**src/rtl/alu_mc_unit.sv**
```systemverilog
// Multi-cycle ALU with valid/ready handshake on both sides.
// Single-cycle ops are registered straight into HOLD on accept. DIV/MOD with a
// nonzero divisor run a restoring divider that produces one quotient bit per
// clock.

package alu_mc_pkg;
    typedef enum logic [3:0] {
        OP_NOP, OP_ADD, OP_SUB, OP_MUL, OP_DIV, OP_MOD, OP_EQL, OP_GT,
        OP_LT,  OP_AND, OP_OR,  OP_XOR, OP_NOT, OP_SL,  OP_SR,  OP_SRA
    } alu_operator_t;
endpackage

// state  | meaning
// S_IDLE | ready for a new request, ready_o=1
// S_DIV  | restoring divide in progress, one quotient bit per cycle
// S_HOLD | result presented on valid_o until ready_i
module alu_mc_unit
    import alu_mc_pkg::*;
#(
    parameter int WIDTH = 32
) (
    input  logic             clk_i,
    input  logic             rst_i,
    input  logic             valid_i,
    output logic             ready_o,
    input  alu_operator_t    oper_i,
    input  logic [WIDTH-1:0] a_data_i,
    input  logic [WIDTH-1:0] b_data_i,
    output logic             valid_o,
    input  logic             ready_i,
    output logic [WIDTH-1:0] data_o,
    output logic             zero_o,
    output logic             carry_o,
    output logic             div0_o
);

    localparam int SHW = $clog2(WIDTH);

    typedef enum logic [1:0] {S_IDLE, S_DIV, S_HOLD} state_t;

    state_t           state;
    logic [SHW-1:0]   cnt;
    logic [WIDTH-1:0] dvsr;
    logic [WIDTH-1:0] quot;
    logic [WIDTH-1:0] rem;
    logic             is_mod;

    logic [WIDTH-1:0]   sc_result;
    logic               sc_carry;
    logic               is_div_op;
    logic               b_zero;
    logic               big_shift;
    logic [SHW-1:0]     shamt;
    logic [WIDTH:0]     sum;
    logic [2*WIDTH-1:0] prod;

    logic [WIDTH:0]     rem_sh;
    logic [WIDTH-1:0]   diff;
    logic               ge;
    logic [WIDTH-1:0]   rem_nx;
    logic [WIDTH-1:0]   quot_nx;
    logic [WIDTH-1:0]   div_result;

    assign is_div_op = (oper_i == OP_DIV) || (oper_i == OP_MOD);
    assign b_zero    = (b_data_i == '0);
    // Any set bit above the shift-amount field means the shift is >= WIDTH.
    assign big_shift = |b_data_i[WIDTH-1:SHW];
    assign shamt     = b_data_i[SHW-1:0];
    assign sum       = {1'b0, a_data_i} + {1'b0, b_data_i};
    assign prod      = (2*WIDTH)'(a_data_i) * (2*WIDTH)'(b_data_i);

    // Single-cycle result and carry, computed from the operands presented at accept
    always_comb begin
        sc_result = '0;
        sc_carry  = 1'b0;
        case (oper_i)
            OP_NOP: sc_result = '0;
            OP_ADD: begin
                sc_result = sum[WIDTH-1:0];
                sc_carry  = sum[WIDTH];
            end
            OP_SUB: begin
                sc_result = a_data_i - b_data_i;
                sc_carry  = (a_data_i < b_data_i);
            end
            OP_MUL: begin
                sc_result = prod[WIDTH-1:0];
                sc_carry  = |prod[2*WIDTH-1:WIDTH];
            end
            OP_DIV: sc_result = '1;
            OP_MOD: sc_result = a_data_i;
            OP_EQL: sc_result = WIDTH'(a_data_i == b_data_i);
            OP_GT:  sc_result = WIDTH'(a_data_i > b_data_i);
            OP_LT:  sc_result = WIDTH'(a_data_i < b_data_i);
            OP_AND: sc_result = a_data_i & b_data_i;
            OP_OR:  sc_result = a_data_i | b_data_i;
            OP_XOR: sc_result = a_data_i ^ b_data_i;
            OP_NOT: sc_result = ~a_data_i;
            OP_SL:  sc_result = big_shift ? '0 : (a_data_i << shamt);
            OP_SR:  sc_result = big_shift ? '0 : (a_data_i >> shamt);
            OP_SRA: sc_result = big_shift ? {WIDTH{a_data_i[WIDTH-1]}}
                                          : WIDTH'($signed(a_data_i) >>> shamt);
            default: sc_result = '0;
        endcase
    end

    // One restoring-divide step: shift the next dividend bit in, subtract if it fits
    always_comb begin
        rem_sh     = {rem, quot[WIDTH-1]};
        ge         = (rem_sh >= {1'b0, dvsr});
        diff       = rem_sh[WIDTH-1:0] - dvsr;
        rem_nx     = ge ? diff : rem_sh[WIDTH-1:0];
        quot_nx    = {quot[WIDTH-2:0], ge};
        div_result = is_mod ? rem_nx : quot_nx;
    end

    // Control FSM with registered handshake, result and flag outputs
    always_ff @(posedge clk_i) begin
        if (rst_i) begin
            state   <= S_IDLE;
            ready_o <= 1'b1;
            valid_o <= 1'b0;
            data_o  <= '0;
            zero_o  <= 1'b0;
            carry_o <= 1'b0;
            div0_o  <= 1'b0;
            cnt     <= '0;
            dvsr    <= '0;
            quot    <= '0;
            rem     <= '0;
            is_mod  <= 1'b0;
        end else begin
            case (state)
                S_IDLE: begin
                    if (valid_i) begin
                        ready_o <= 1'b0;
                        if (is_div_op && !b_zero) begin
                            dvsr   <= b_data_i;
                            quot   <= a_data_i;
                            rem    <= '0;
                            cnt    <= '0;
                            is_mod <= (oper_i == OP_MOD);
                            state  <= S_DIV;
                        end else begin
                            data_o  <= sc_result;
                            zero_o  <= (sc_result == '0);
                            carry_o <= sc_carry;
                            div0_o  <= is_div_op;
                            valid_o <= 1'b1;
                            state   <= S_HOLD;
                        end
                    end
                end
                S_DIV: begin
                    rem  <= rem_nx;
                    quot <= quot_nx;
                    cnt  <= cnt + 1'b1;
                    if (cnt == SHW'(WIDTH-1)) begin
                        data_o  <= div_result;
                        zero_o  <= (div_result == '0);
                        carry_o <= 1'b0;
                        div0_o  <= 1'b0;
                        valid_o <= 1'b1;
                        state   <= S_HOLD;
                    end
                end
                S_HOLD: begin
                    if (ready_i) begin
                        valid_o <= 1'b0;
                        ready_o <= 1'b1;
                        cnt     <= '0;
                        state   <= S_IDLE;
                    end
                end
                default: begin
                    state   <= S_IDLE;
                    ready_o <= 1'b1;
                    valid_o <= 1'b0;
                end
            endcase
        end
    end

endmodule

```
**config.mk**
```make
export PLATFORM = sky130hd
export DESIGN_NAME = alu_mc_unit
export DESIGN_NICKNAME = d
export VERILOG_FILES = /design/src/rtl/alu_mc_unit.sv
export SDC_FILE = /design/constraint.sdc
export NUM_CORES = 2
export LEC_CHECK = 0
export BUFFER_PORTS_ARGS = -buffer_cell sky130_fd_sc_hd__buf_2
export CORE_AREA = 2 2 284 286
export CTS_BUF_LIST = sky130_fd_sc_hd__clkbuf_4 sky130_fd_sc_hd__clkbuf_8
export CTS_CLUSTER_SIZE = 12
export DETAILED_ROUTE_END_ITERATION = 16
export DIE_AREA = 0 0 286 288
export PLACE_DENSITY = 0.9
export SLEW_MARGIN = 20
export SYNTH_ARGS = -nofsm -noshare
export SYNTH_HDL_FRONTEND = slang
export SYNTH_SLANG_ARGS = --single-unit
```
**constraint.sdc**
```tcl
create_clock -name clk_i -period 18.3 [get_ports clk_i]
set_clock_uncertainty 0.15 [all_clocks]
set_input_delay 1.83 -clock clk_i [delete_from_list [all_inputs] [get_ports clk_i]]
set_output_delay 1.83 -clock clk_i [all_outputs]
set_load 0.02 [all_outputs]
```
==> impl_metrics.json <==
{
  "drc": 0,
  "r2r_cells": 14,
  "antenna_found_initial": 17,
  "slew_viol_final": 0,
  "cp.arrival_ns": 12.52,
  "fin_area_sq_mm": 0.0527,
  "crit_cells": 28,
  "yosysSeqAreaShare_pct": 5.51,
  "ctsHoldBuffers": 0,
  "crit_buf_inv": 6,
  "synth_ff_type": "dfxtp_1",
  "overflow": 0,
  "cp_max_fo": 27,
  "clockBufferDepth": 2,
  "synth-edff-count": 0,
  "path_delay_family": "adder cells",
  "die_h_um": 288,
  "hold-worst-slack_ns": 0.300,
  "setup_viol": 0,
  "synth_area_leaders": "fa_1 35%, ha_1 9.7%, nor2_1 7.0%, inv_1 6.4%, dfxtp_1 5.5%",
  "clk_latency_ns": 0.50,
  "ant_nets": 0,
  "cpPeakStageDelay_ns": 1.04,
  "layout_setup_ws_ns": 6.03,
  "period_needed_ns": 12.27,
  "core_sq_mm": 0.0796,
  "htree_levels": 4,
  "rows": 104,
  "routed_wl_mm": 221,
  "finalCritPeriodShare_pct": 67.0,
  "cts_resized": 0,
  "required_ns": 18.55,
  "syn2layout_area_growth_pct": 2.92,
  "max_slew.worst_pin.slew_ns": 1.33,
  "start_util_pct": 64.3,
  "cts_tree": "built",
  "cts-root-buf": "clkbuf_8",
  "hold_viol": 0,
  "fmax_mhz": 81.5,
  "track_usage_pct": 53.8,
  "grt_max_degree": 73,
  "hpwl_mm": 168,
  "clk_pin_slew_ns": 0.11,
  "start_kind": "input pin",
  "ys_top_cells_by_count": "952 x nor2_1, 898 x fa_1, 869 x inv_1",
  "place_congestion": 1.13,
  "ys.warnings.count": 0,
  "die-area_sq_mm": 0.0824,
  "status": "completed",
  "path_common_cell": "fa_1",
  "end_kind": "flip-flop",
  "place_area_sq_mm": 0.0523,
  "ioPinCount": 109,
  "holdCritPathClass": "reg -> reg",
  "r2r-start": "dvsr[18]",
  "netlist_area_sq_mm": 0.0512,
  "ys_seq_elements": 141,
  "yosysMostFrequentCell": "nor2_1",
  "critPathLaunch": "b_data_i[5]",
  "viasPerCell": 7.05,
  "synth-async-reset-ratio_pct": 0,
  "avgSynthCellArea_sq_um": 8.13,
  "syn_nets": 7673,
  "rsz0062_at_grt": "false",
  "worstSetupPathType": "in -> reg",
  "fillers": 6515,
  "dp_slack_ns": 5.94,
  "dr.pass1.iters": 8,
  "synth_area_leader_cell": "fa_1",
  "crit_slowest_cell": "clkinv_1",
  "cts_buffers": 17,
  "vias": 50500,
  "endpoint": "carry_o",
  "grt_pass1_vias": 50700,
  "die_w_um": 286,
  "synth.distinct_cells": 106,
  "r2r-end": "zero_o",
  "cts_setup_buffers": 0,
  "drv_cap": 0,
  "cts_sinks": 141,
  "drive_gt1_share_pct": 7.11,
  "wire_per_inst_um": 30.9,
  "reg2reg_setup_slack_ns": 12.12,
  "synth.top_cell.area_share_pct": 35.1,
  "grt_pass1_wl_mm": 325,
  "nets": 7459,
  "syn_inst": 6304,
  "io_buffers": 108,
  "tns_ns": 0,
  "relSlewSlack_pct": 11.0,
  "drt-initial-drc-count": 7735
}
## layout make-up
| type | count | area, sq um | share of cell area [%] |
|---|---|---|---|
| timing repair buffer | 228 | 1460 | 2.76 |
| tap | 1060 | 1330 | 2.51 |
| antenna | 7 | 17.5 | 0.0332 |
| clock inverter | 13 | 150 | 0.285 |
| sequential | 141 | 2820 | 5.35 |
| clock buffer | 19 | 262 | 0.496 |
| multi-input combinational | 4805 | 43300 | 82.2 |
| inverter | 897 | 3370 | 6.38 |
## state kept, by name, summed over array words and instances, names as in the netlist
name / flops
carry_o: 1
zero_o: 1
cnt: 5
state: 2
div0_o: 1
data_o: 32
quot: 32
ready_o: 1
is_mod: 1
valid_o: 1
rem: 32
dvsr: 32
## kinds of logic after synthesis
kind of cell | synth area share [%]
xor+xnor | 1.38
flops | 5.51
mux | 6.20
simple gates | 17.4
buf+inv | 10.1
compound gates | 14.6
fa+ha+maj | 44.8
## metrics by stage
step,cells,utilization [%]
after floorplan,6304,-
after global placement,7131,65.7
after detailed placement,7131,65.7
after global routing,7164,66.2
final,7170,66.2
after CTS,7163,66.2
## tightest hold or removal path, stage by stage, from the launching register on
cell and delay [ns]:
dfxtp_1 0.32, nand2_1 0.05, a21oi_1 0.05
## routing by layer
| metal | vias up | wire length [um] | share of wire, % | track usage (%) |
|---|---|---|---|---|
| met5 | - | 90 | 0.041 | 0.0581 |
| met4 | 10 | 23900 | 11 | 44.5 |
| met3 | 1380 | 35700 | 16 | 21.4 |
| met2 | 4580 | 88900 | 40 | 75.8 |
| met1 | 24300 | 72700 | 33 | 64.9 |
| li1 | 20300 | - | - | - |
## worst min path at each step
stage | startpoint | endpoint | slack, ns | cells after the start
after global routing | data_o[27] | data_o[27] | 0.32 | 2
final | data_o[27] | data_o[27] | 0.30 | 2
after floorplan | cnt[4] | cnt[4] | 0.29 | 2
after CTS | data_o[27] | data_o[27] | 0.30 | 2
after global placement | data_o[21] | data_o[21] | 0.29 | 2
after detailed placement | data_o[27] | data_o[27] | 0.29 | 2
## layout by cell type (no fill, tap or decap), types with 36 or more instances in the layout
cell / count
nand3_1: 66
mux2i_1: 143
nand2b_1: 36
a211oi_1: 95
dfxtp_1: 140
buf_2: 104
xnor2_1: 48
o211ai_1: 56
inv_1: 867
nor3_1: 79
o21ai_0: 145
ha_1: 398
nand2_1: 680
a21o_1: 55
mux4_2: 67
a21oi_1: 321
nand4_1: 52
nor2_1: 951
buf_4: 123
fa_1: 898
o22ai_1: 45
Power is not shown: default switching activity piles up to over one toggle a cycle in this logic, so the estimate is an artifact.
